### src/rtl/rsa_key_builder.sv
// rtl/rsa_key_builder.sv - RSA key builder: N=P*Q, D=E^-1 mod (P-1)(Q-1)
// The multiplier is shift-add and the divider is restoring; both are sequential.
module rsa_key_builder #(
    parameter int unsigned WORD_WIDTH = 32,
    parameter int unsigned E_VALUE    = 65537
) (
    input  logic                    clk,
    input  logic                    rst,
    input  logic                    start,
    input  logic [WORD_WIDTH/2-1:0] P,
    input  logic [WORD_WIDTH/2-1:0] Q,
    output logic                    busy,
    output logic                    done,
    output logic                    error,
    output logic [WORD_WIDTH-1:0]   N,
    output logic [WORD_WIDTH-1:0]   E,
    output logic [WORD_WIDTH-1:0]   D
);
    localparam int W  = WORD_WIDTH;
    localparam int H  = WORD_WIDTH / 2;
    localparam int CW = $clog2(W);
    localparam logic [W-1:0]  E_W      = W'(E_VALUE);
    localparam logic [W-1:0]  ONE_W    = W'(1);
    localparam logic [H-1:0]  ONE_H    = H'(1);
    localparam logic [H-1:0]  THREE_H  = H'(3);
    localparam logic [CW-1:0] ONE_C    = CW'(1);
    localparam logic [CW-1:0] MUL_LAST = CW'(H - 1);
    localparam logic [CW-1:0] DIV_LAST = CW'(W - 1);

    typedef enum logic [2:0] {IDLE, LOAD, MUL, DIV, UPD, FIX, DONE} state_t;

    state_t             state;
    logic [H-1:0]       p_r, q_r, mp_n, mp_phi;
    logic [W-1:0]       mc_n, mc_phi, phi, r0, r1, dq, rm;
    logic signed [W:0]  t0, t1;
    logic [CW-1:0]      cnt;

    logic [W-1:0]       n_sum, phi_sum, rm_nx, dq_nx, t_pos;
    logic [W:0]         rm_sh, qt, t_new;
    logic               sub_ok;

    assign E = E_W;

    always_comb begin
        n_sum   = N   + (mp_n[0]   ? mc_n   : '0);
        phi_sum = phi + (mp_phi[0] ? mc_phi : '0);
        rm_sh   = {rm, dq[W-1]};
        sub_ok  = rm_sh >= {1'b0, r1};
        rm_nx   = sub_ok ? (rm_sh[W-1:0] - r1) : rm_sh[W-1:0];
        dq_nx   = {dq[W-2:0], sub_ok};
        // Only the low W+1 bits of q*t1 matter: the true t stays within +/-phi.
        qt      = {1'b0, dq} * t1;
        t_new   = t0 - qt;
        t_pos   = t0[W-1:0] + phi;
    end

    always_ff @(posedge clk) begin
        if (rst) begin
            state  <= IDLE;
            busy   <= 1'b0;
            done   <= 1'b0;
            error  <= 1'b0;
            N      <= '0;
            D      <= '0;
            p_r    <= '0;
            q_r    <= '0;
            mp_n   <= '0;
            mp_phi <= '0;
            mc_n   <= '0;
            mc_phi <= '0;
            phi    <= '0;
            r0     <= '0;
            r1     <= '0;
            dq     <= '0;
            rm     <= '0;
            t0     <= '0;
            t1     <= '0;
            cnt    <= '0;
        end else begin
            case (state)
                IDLE, DONE: begin
                    if (start) begin
                        p_r   <= P;
                        q_r   <= Q;
                        done  <= 1'b0;
                        error <= 1'b0;
                        busy  <= 1'b1;
                        state <= LOAD;
                    end
                end
                LOAD: begin
                    if (p_r == q_r || !p_r[0] || !q_r[0] || p_r < THREE_H || q_r < THREE_H) begin
                        error <= 1'b1;
                        N     <= '0;
                        D     <= '0;
                        done  <= 1'b1;
                        busy  <= 1'b0;
                        state <= DONE;
                    end else begin
                        N      <= '0;
                        phi    <= '0;
                        mc_n   <= {{H{1'b0}}, p_r};
                        mc_phi <= {{H{1'b0}}, p_r - ONE_H};
                        mp_n   <= q_r;
                        mp_phi <= q_r - ONE_H;
                        cnt    <= '0;
                        state  <= MUL;
                    end
                end
                MUL: begin
                    N      <= n_sum;
                    phi    <= phi_sum;
                    mc_n   <= mc_n << 1;
                    mc_phi <= mc_phi << 1;
                    mp_n   <= mp_n >> 1;
                    mp_phi <= mp_phi >> 1;
                    cnt    <= cnt + ONE_C;
                    if (cnt == MUL_LAST) begin
                        // Seeding (E,phi) with t=(1,0) makes the first Euclid step
                        // produce (phi, E mod phi) with t=(0,1).
                        r0    <= E_W;
                        r1    <= phi_sum;
                        t0    <= {{W{1'b0}}, 1'b1};
                        t1    <= '0;
                        dq    <= E_W;
                        rm    <= '0;
                        cnt   <= '0;
                        state <= DIV;
                    end
                end
                DIV: begin
                    dq  <= dq_nx;
                    rm  <= rm_nx;
                    cnt <= cnt + ONE_C;
                    if (cnt == DIV_LAST)
                        state <= UPD;
                end
                UPD: begin
                    r0 <= r1;
                    r1 <= rm;
                    t0 <= t1;
                    t1 <= t_new;
                    if (rm == '0) begin
                        state <= FIX;
                    end else begin
                        dq    <= r1;
                        rm    <= '0;
                        cnt   <= '0;
                        state <= DIV;
                    end
                end
                FIX: begin
                    if (r0 != ONE_W) begin
                        error <= 1'b1;
                        D     <= '0;
                    end else begin
                        D <= t0[W] ? t_pos : t0[W-1:0];
                    end
                    done  <= 1'b1;
                    busy  <= 1'b0;
                    state <= DONE;
                end
                default: state <= IDLE;
            endcase
        end
    end
endmodule

### config.mk
export PLATFORM = sky130hd
export DESIGN_NAME = rsa_key_builder
export DESIGN_NICKNAME = d
export VERILOG_FILES = /design/src/rtl/rsa_key_builder.sv
export SDC_FILE = /design/constraint.sdc
export NUM_CORES = 2
export LEC_CHECK = 0
export BUFFER_PORTS_ARGS = -buffer_cell sky130_fd_sc_hd__buf_2
export CAP_MARGIN = 20
export CORE_ASPECT_RATIO = 1.75
export CORE_UTILIZATION = 60
export CTS_BUF_LIST = sky130_fd_sc_hd__clkbuf_2
export CTS_CLUSTER_SIZE = 12
export DETAILED_ROUTE_END_ITERATION = 10
export PLACE_DENSITY = 0.78
export SLEW_MARGIN = 20
export SYNTH_ARGS = -nofsm -noshare
export SYNTH_HDL_FRONTEND = slang
export SYNTH_SLANG_ARGS = --single-unit
### constraint.sdc
create_clock -name clk -period 10.5 [get_ports clk]
set_clock_uncertainty 0.05 [all_clocks]
set_input_delay 2.1 -clock clk [delete_from_list [all_inputs] [get_ports clk]]
set_output_delay 2.1 -clock clk [all_outputs]
set_load 0.01 [all_outputs]
==> metrics.txt <==
# TYPE chip_impl_metric gauge
chip_impl_metric{name="total_die_area",unit="sq mm"} 0.0697
chip_impl_metric{name="post-dp-hpwl",unit="mm"} 90.8
chip_impl_metric{name="syn-instance-count",unit=""} 4957
chip_impl_metric{name="async_flop_share",unit="%"} 0
chip_impl_metric{name="layout-drive-gt1-share",unit="%"} 6.98
chip_impl_metric{name="worst_ir_drop_vdd",unit="V"} 0.000117
chip_impl_metric{name="timing.final.setup_violations",unit=""} 0
chip_impl_metric{name="critPathMaxFanout",unit=""} 16
chip_impl_info{name="worst_setup_path_end_kind",value="flip-flop"} 1
chip_impl_metric{name="clockBufferDepth",unit=""} 3
chip_impl_info{name="grt_setup_unrepaired",value="false"} 1
chip_impl_metric{name="core_region_area",unit="sq mm"} 0.0676
chip_impl_info{name="worst_setup_path_start_kind",value="flip-flop"} 1
chip_impl_metric{name="globalplace.congestion",unit=""} 0.997
chip_impl_metric{name="seq_area_frac_synth",unit="%"} 20.9
chip_impl_metric{name="vias_per_cell",unit=""} 5.92
chip_impl_metric{name="crit_required",unit="ns"} 11.40
chip_impl_metric{name="initial_core_util",unit="%"} 60.8
chip_impl_info{name="timing.hold.worst.class",value="flip-flop to flip-flop"} 1
chip_impl_metric{name="cts_htree_levels",unit=""} 3
chip_impl_metric{name="n_fill_cell",unit=""} 5843
chip_impl_metric{name="synthesis.area_per_instance",unit="sq um"} 8.30
chip_impl_metric{name="actual_transition_at_the_worst_max_transition_pin",unit="ns"} 1.14
chip_impl_metric{name="postLayoutCoreUtil",unit="%"} 63.5
chip_impl_metric{name="synth.lib_cells_used.distinct",unit=""} 83
chip_impl_metric{name="die_w",unit="microns"} 200
chip_impl_metric{name="post_cts_buffers",unit=""} 0
chip_impl_metric{name="cts_hold_repair.buffers",unit=""} 0
chip_impl_metric{name="period_minus_slack",unit="ns"} 8.14
chip_impl_metric{name="ioPinCount",unit=""} 134
chip_impl_metric{name="number_of_synthesized_register_bits",unit=""} 429
chip_impl_metric{name="clk_pin_slew_worst_paths",unit="ns"} 0.13
chip_impl_metric{name="leakage",unit="nW"} 19.1
chip_impl_info{name="final_cell_mix",value="nand2_1 (756), inv_1 (639), fa_1 (478)"} 1
chip_impl_metric{name="max-cap-violations",unit=""} 0
chip_impl_metric{name="overflow",unit=""} 0
chip_impl_metric{name="wl_per_cell",unit="microns"} 20.0
chip_impl_metric{name="antenna_violating_nets_post_route",unit=""} 0
chip_impl_metric{name="wl",unit="mm"} 118
chip_impl_metric{name="port-buffer-count",unit=""} 101
chip_impl_metric{name="first_pass_grt_wire_length",unit="mm"} 189
chip_impl_metric{name="finalHoldViolations",unit=""} 0
chip_impl_metric{name="power.density_cell_area",unit="mW/mm^2"} 129
chip_impl_metric{name="globalRouteTotalUtil",unit="%"} 35.1
chip_impl_info{name="min-delay-start",value="mp_phi[1]"} 1
chip_impl_metric{name="tritoncts.num_buffers",unit=""} 94
chip_impl_info{name="r2r_end",value="t1[31]"} 1
chip_impl_metric{name="area_growth_syn_to_layout",unit="%"} 4.34
chip_impl_metric{name="synth_edf_count",unit=""} 0
chip_impl_metric{name="numClockSinks",unit=""} 429
chip_impl_metric{name="dr_total_vias",unit=""} 34900
chip_impl_metric{name="drtIter0Drc",unit=""} 2119
chip_impl_metric{name="layout_worst_path_cycle_share",unit="%"} 77.5
chip_impl_metric{name="drc_errors",unit=""} 0
chip_impl_info{name="worst_r2r_start",value="dq[5]"} 1
chip_impl_metric{name="post_cts_resized",unit=""} 0
chip_impl_metric{name="synth_warnings",unit=""} 0
chip_impl_info{name="synth_top_flop_cell",value="dfxtp_1"} 1
chip_impl_metric{name="min_delay_path_depth",unit=""} 2
chip_impl_info{name="layout_commonest_cell",value="nand2_1"} 1
chip_impl_info{name="cts_tree",value="yes"} 1
chip_impl_metric{name="firstDrtPassIters",unit=""} 6
chip_impl_metric{name="nNetsFinal",unit=""} 5720
chip_impl_metric{name="report.final.slew_viol_count",unit=""} 0
chip_impl_info{name="whs_endpoint",value="mp_phi[0]"} 1
chip_impl_metric{name="vias_in_the_first_global_route",unit=""} 36300
chip_impl_metric{name="dieHeight",unit="microns"} 348
chip_impl_metric{name="timing.slew.headroom",unit="%"} 23.7
chip_impl_info{name="setup.worst_path.class",value="flip-flop to flip-flop"} 1
chip_impl_metric{name="fmaxAchievable",unit="MHz"} 123
chip_impl_info{name="timing.critical_path.from",value="dq[5]"} 1
chip_impl_metric{name="timing.critical_path.arrival",unit="ns"} 9.04
chip_impl_metric{name="syn_area",unit="sq mm"} 0.0411
chip_impl_metric{name="grt_start_max_net_pins",unit=""} 93
chip_impl_info{name="run_status",value="completed"} 1
chip_impl_metric{name="worst_skew_pair.late_latency",unit="ns"} 1.18
chip_impl_metric{name="finalSetupTns",unit="ns"} 0
chip_impl_metric{name="r2r_setup_slack",unit="ns"} 2.36
chip_impl_metric{name="row_count",unit=""} 126
chip_impl_metric{name="r2r.worst_path.cells",unit=""} 25
chip_impl_info{name="cts_root_buf",value="clkbuf_2"} 1
chip_impl_metric{name="initial_antenna_violation_count",unit=""} 2
through the flow:
| stage | area [sq um] | hold slack, ns | worst slack (ns) | power [mW] | cells |
|---|---|---|---|---|---|
| floorplan | 41300 | 0.382 | 3.42 | 3.75 | 4987 |
| global placement | 42100 | 0.384 | 2.51 | 4.40 | 5725 |
| detailed placement | 42100 | 0.394 | 2.50 | 4.42 | 5725 |
| CTS | 42900 | 0.388 | 2.50 | 5.49 | 5883 |
| global route | 42900 | 0.434 | 2.08 | 5.85 | 5888 |
| finish | 42900 | 0.397 | 2.36 | 5.52 | 5888 |
synth_stat cells, types with 7 or more instances:
master | number | share of area [%]
nand4_1 | 21 | 0.32
a22oi_1 | 70 | 1.3
inv_1 | 639 | 5.8
and3_1 | 14 | 0.21
o21bai_1 | 22 | 0.40
o21a_1 | 30 | 0.55
nand2_1 | 758 | 6.9
buf_2 | 8 | 0.097
nor4_1 | 24 | 0.36
buf_1 | 21 | 0.19
o21ai_1 | 11 | 0.13
nor2_1 | 277 | 2.5
nor3_1 | 64 | 0.78
o21ai_0 | 135 | 1.6
or2_2 | 7 | 0.11
a31oi_1 | 23 | 0.35
a211oi_1 | 31 | 0.57
a221oi_1 | 47 | 1.0
a311oi_1 | 16 | 0.34
xnor2_1 | 135 | 2.9
mux2i_1 | 22 | 0.54
o211ai_1 | 14 | 0.26
a21o_1 | 67 | 1.2
nand2b_1 | 24 | 0.36
and2_1 | 292 | 4.4
nor2b_1 | 15 | 0.23
ha_1 | 281 | 8.5
a22o_1 | 51 | 1.1
or3_1 | 17 | 0.26
xor2_1 | 83 | 1.8
nand3_1 | 103 | 1.3
o31ai_1 | 14 | 0.26
fa_1 | 478 | 23
a21oi_1 | 318 | 3.9
o311ai_0 | 7 | 0.15
a211o_1 | 8 | 0.17
dfxtp_1 | 429 | 21
clkbuf_1 | 253 | 2.3
buf_4 | 35 | 0.64
worst max-delay path, cell delays in order, from the launching register on:
cell,delay [ns]
dfxtp_1,0.86
buf_4,0.35
nand2_1,0.11
fa_1,0.58
fa_1,0.46
fa_1,0.55
inv_1,0.05
fa_1,0.39
fa_1,0.49
ha_1,0.28
inv_1,0.05
fa_1,0.49
inv_1,0.06
fa_1,0.51
inv_1,0.05
ha_1,0.34
a21oi_1,0.11
and3_1,0.16
a22o_1,0.18
a21oi_1,0.49
a21oi_1,0.28
a41oi_1,0.44
a221oi_1,0.17
o21ai_0,0.26
xnor2_1,0.15
o31ai_1,0.08
power breakdown:
| part | switching [mW] | internal [mW] | total (mW) |
|---|---|---|---|
| registers | 0.238 | 1.76 | 2.00 |
| clock network | 0.698 | 0.363 | 1.06 |
| logic | 1.59 | 0.869 | 2.46 |
how the worst max path moves through the flow:
stage,to
after floorplan,t1[31]
after global placement,t1[32]
after detailed placement,t1[32]
after CTS,t1[31]
after global routing,t1[31]
final,t1[31]
metal layers:
layer  vias up  GRT usage, %  routed length [microns]
met5         -             0                        0
met4         0          30.4                    11600
met3       520          5.07                     6790
met2      1376          61.6                    59700
met1     16900          36.1                    40000
li1      16000             -                        -
area by class of cell:
type	count	area [sq um]	share of cell area, %
Clock buffer	127	636	1.48
Tap cell	896	1120	2.61
Sequential cell	429	8590	20.0
Inverter	639	2400	5.59
Clock inverter	31	186	0.434
Antenna cell	4	10.0	0.0233
Multi-Input combinational cell	3602	29000	67.6
Timing Repair Buffer	160	971	2.26
state kept, by name (all words and copies together) (netlist names):
name and cells:
error 1, q_r 16, busy 1, mp_n 16, phi 32, done 1, t0 33, r0 32
dq 32, state 3, mc_n 32, rm 32, p_r 16, N 32, mc_phi 32, t1 33
r1 32, D 32, mp_phi 16, cnt 5
kinds of logic (layout without fill, tap and decap cells):
family | after synthesis | in the layout | synth area share, %
xor+xnor | 218 | 218 | 4.64
other cells | 2 | 36 | 0.0183
fa+ha+maj | 759 | 759 | 31.8
flops | 429 | 429 | 20.9
buf+inv | 956 | 957 | 9.06
compound gates | 926 | 926 | 14.7
simple gates | 1642 | 1642 | 18.3
mux | 25 | 25 | 0.617
Note: power is estimated with default switching activity, not from simulation.
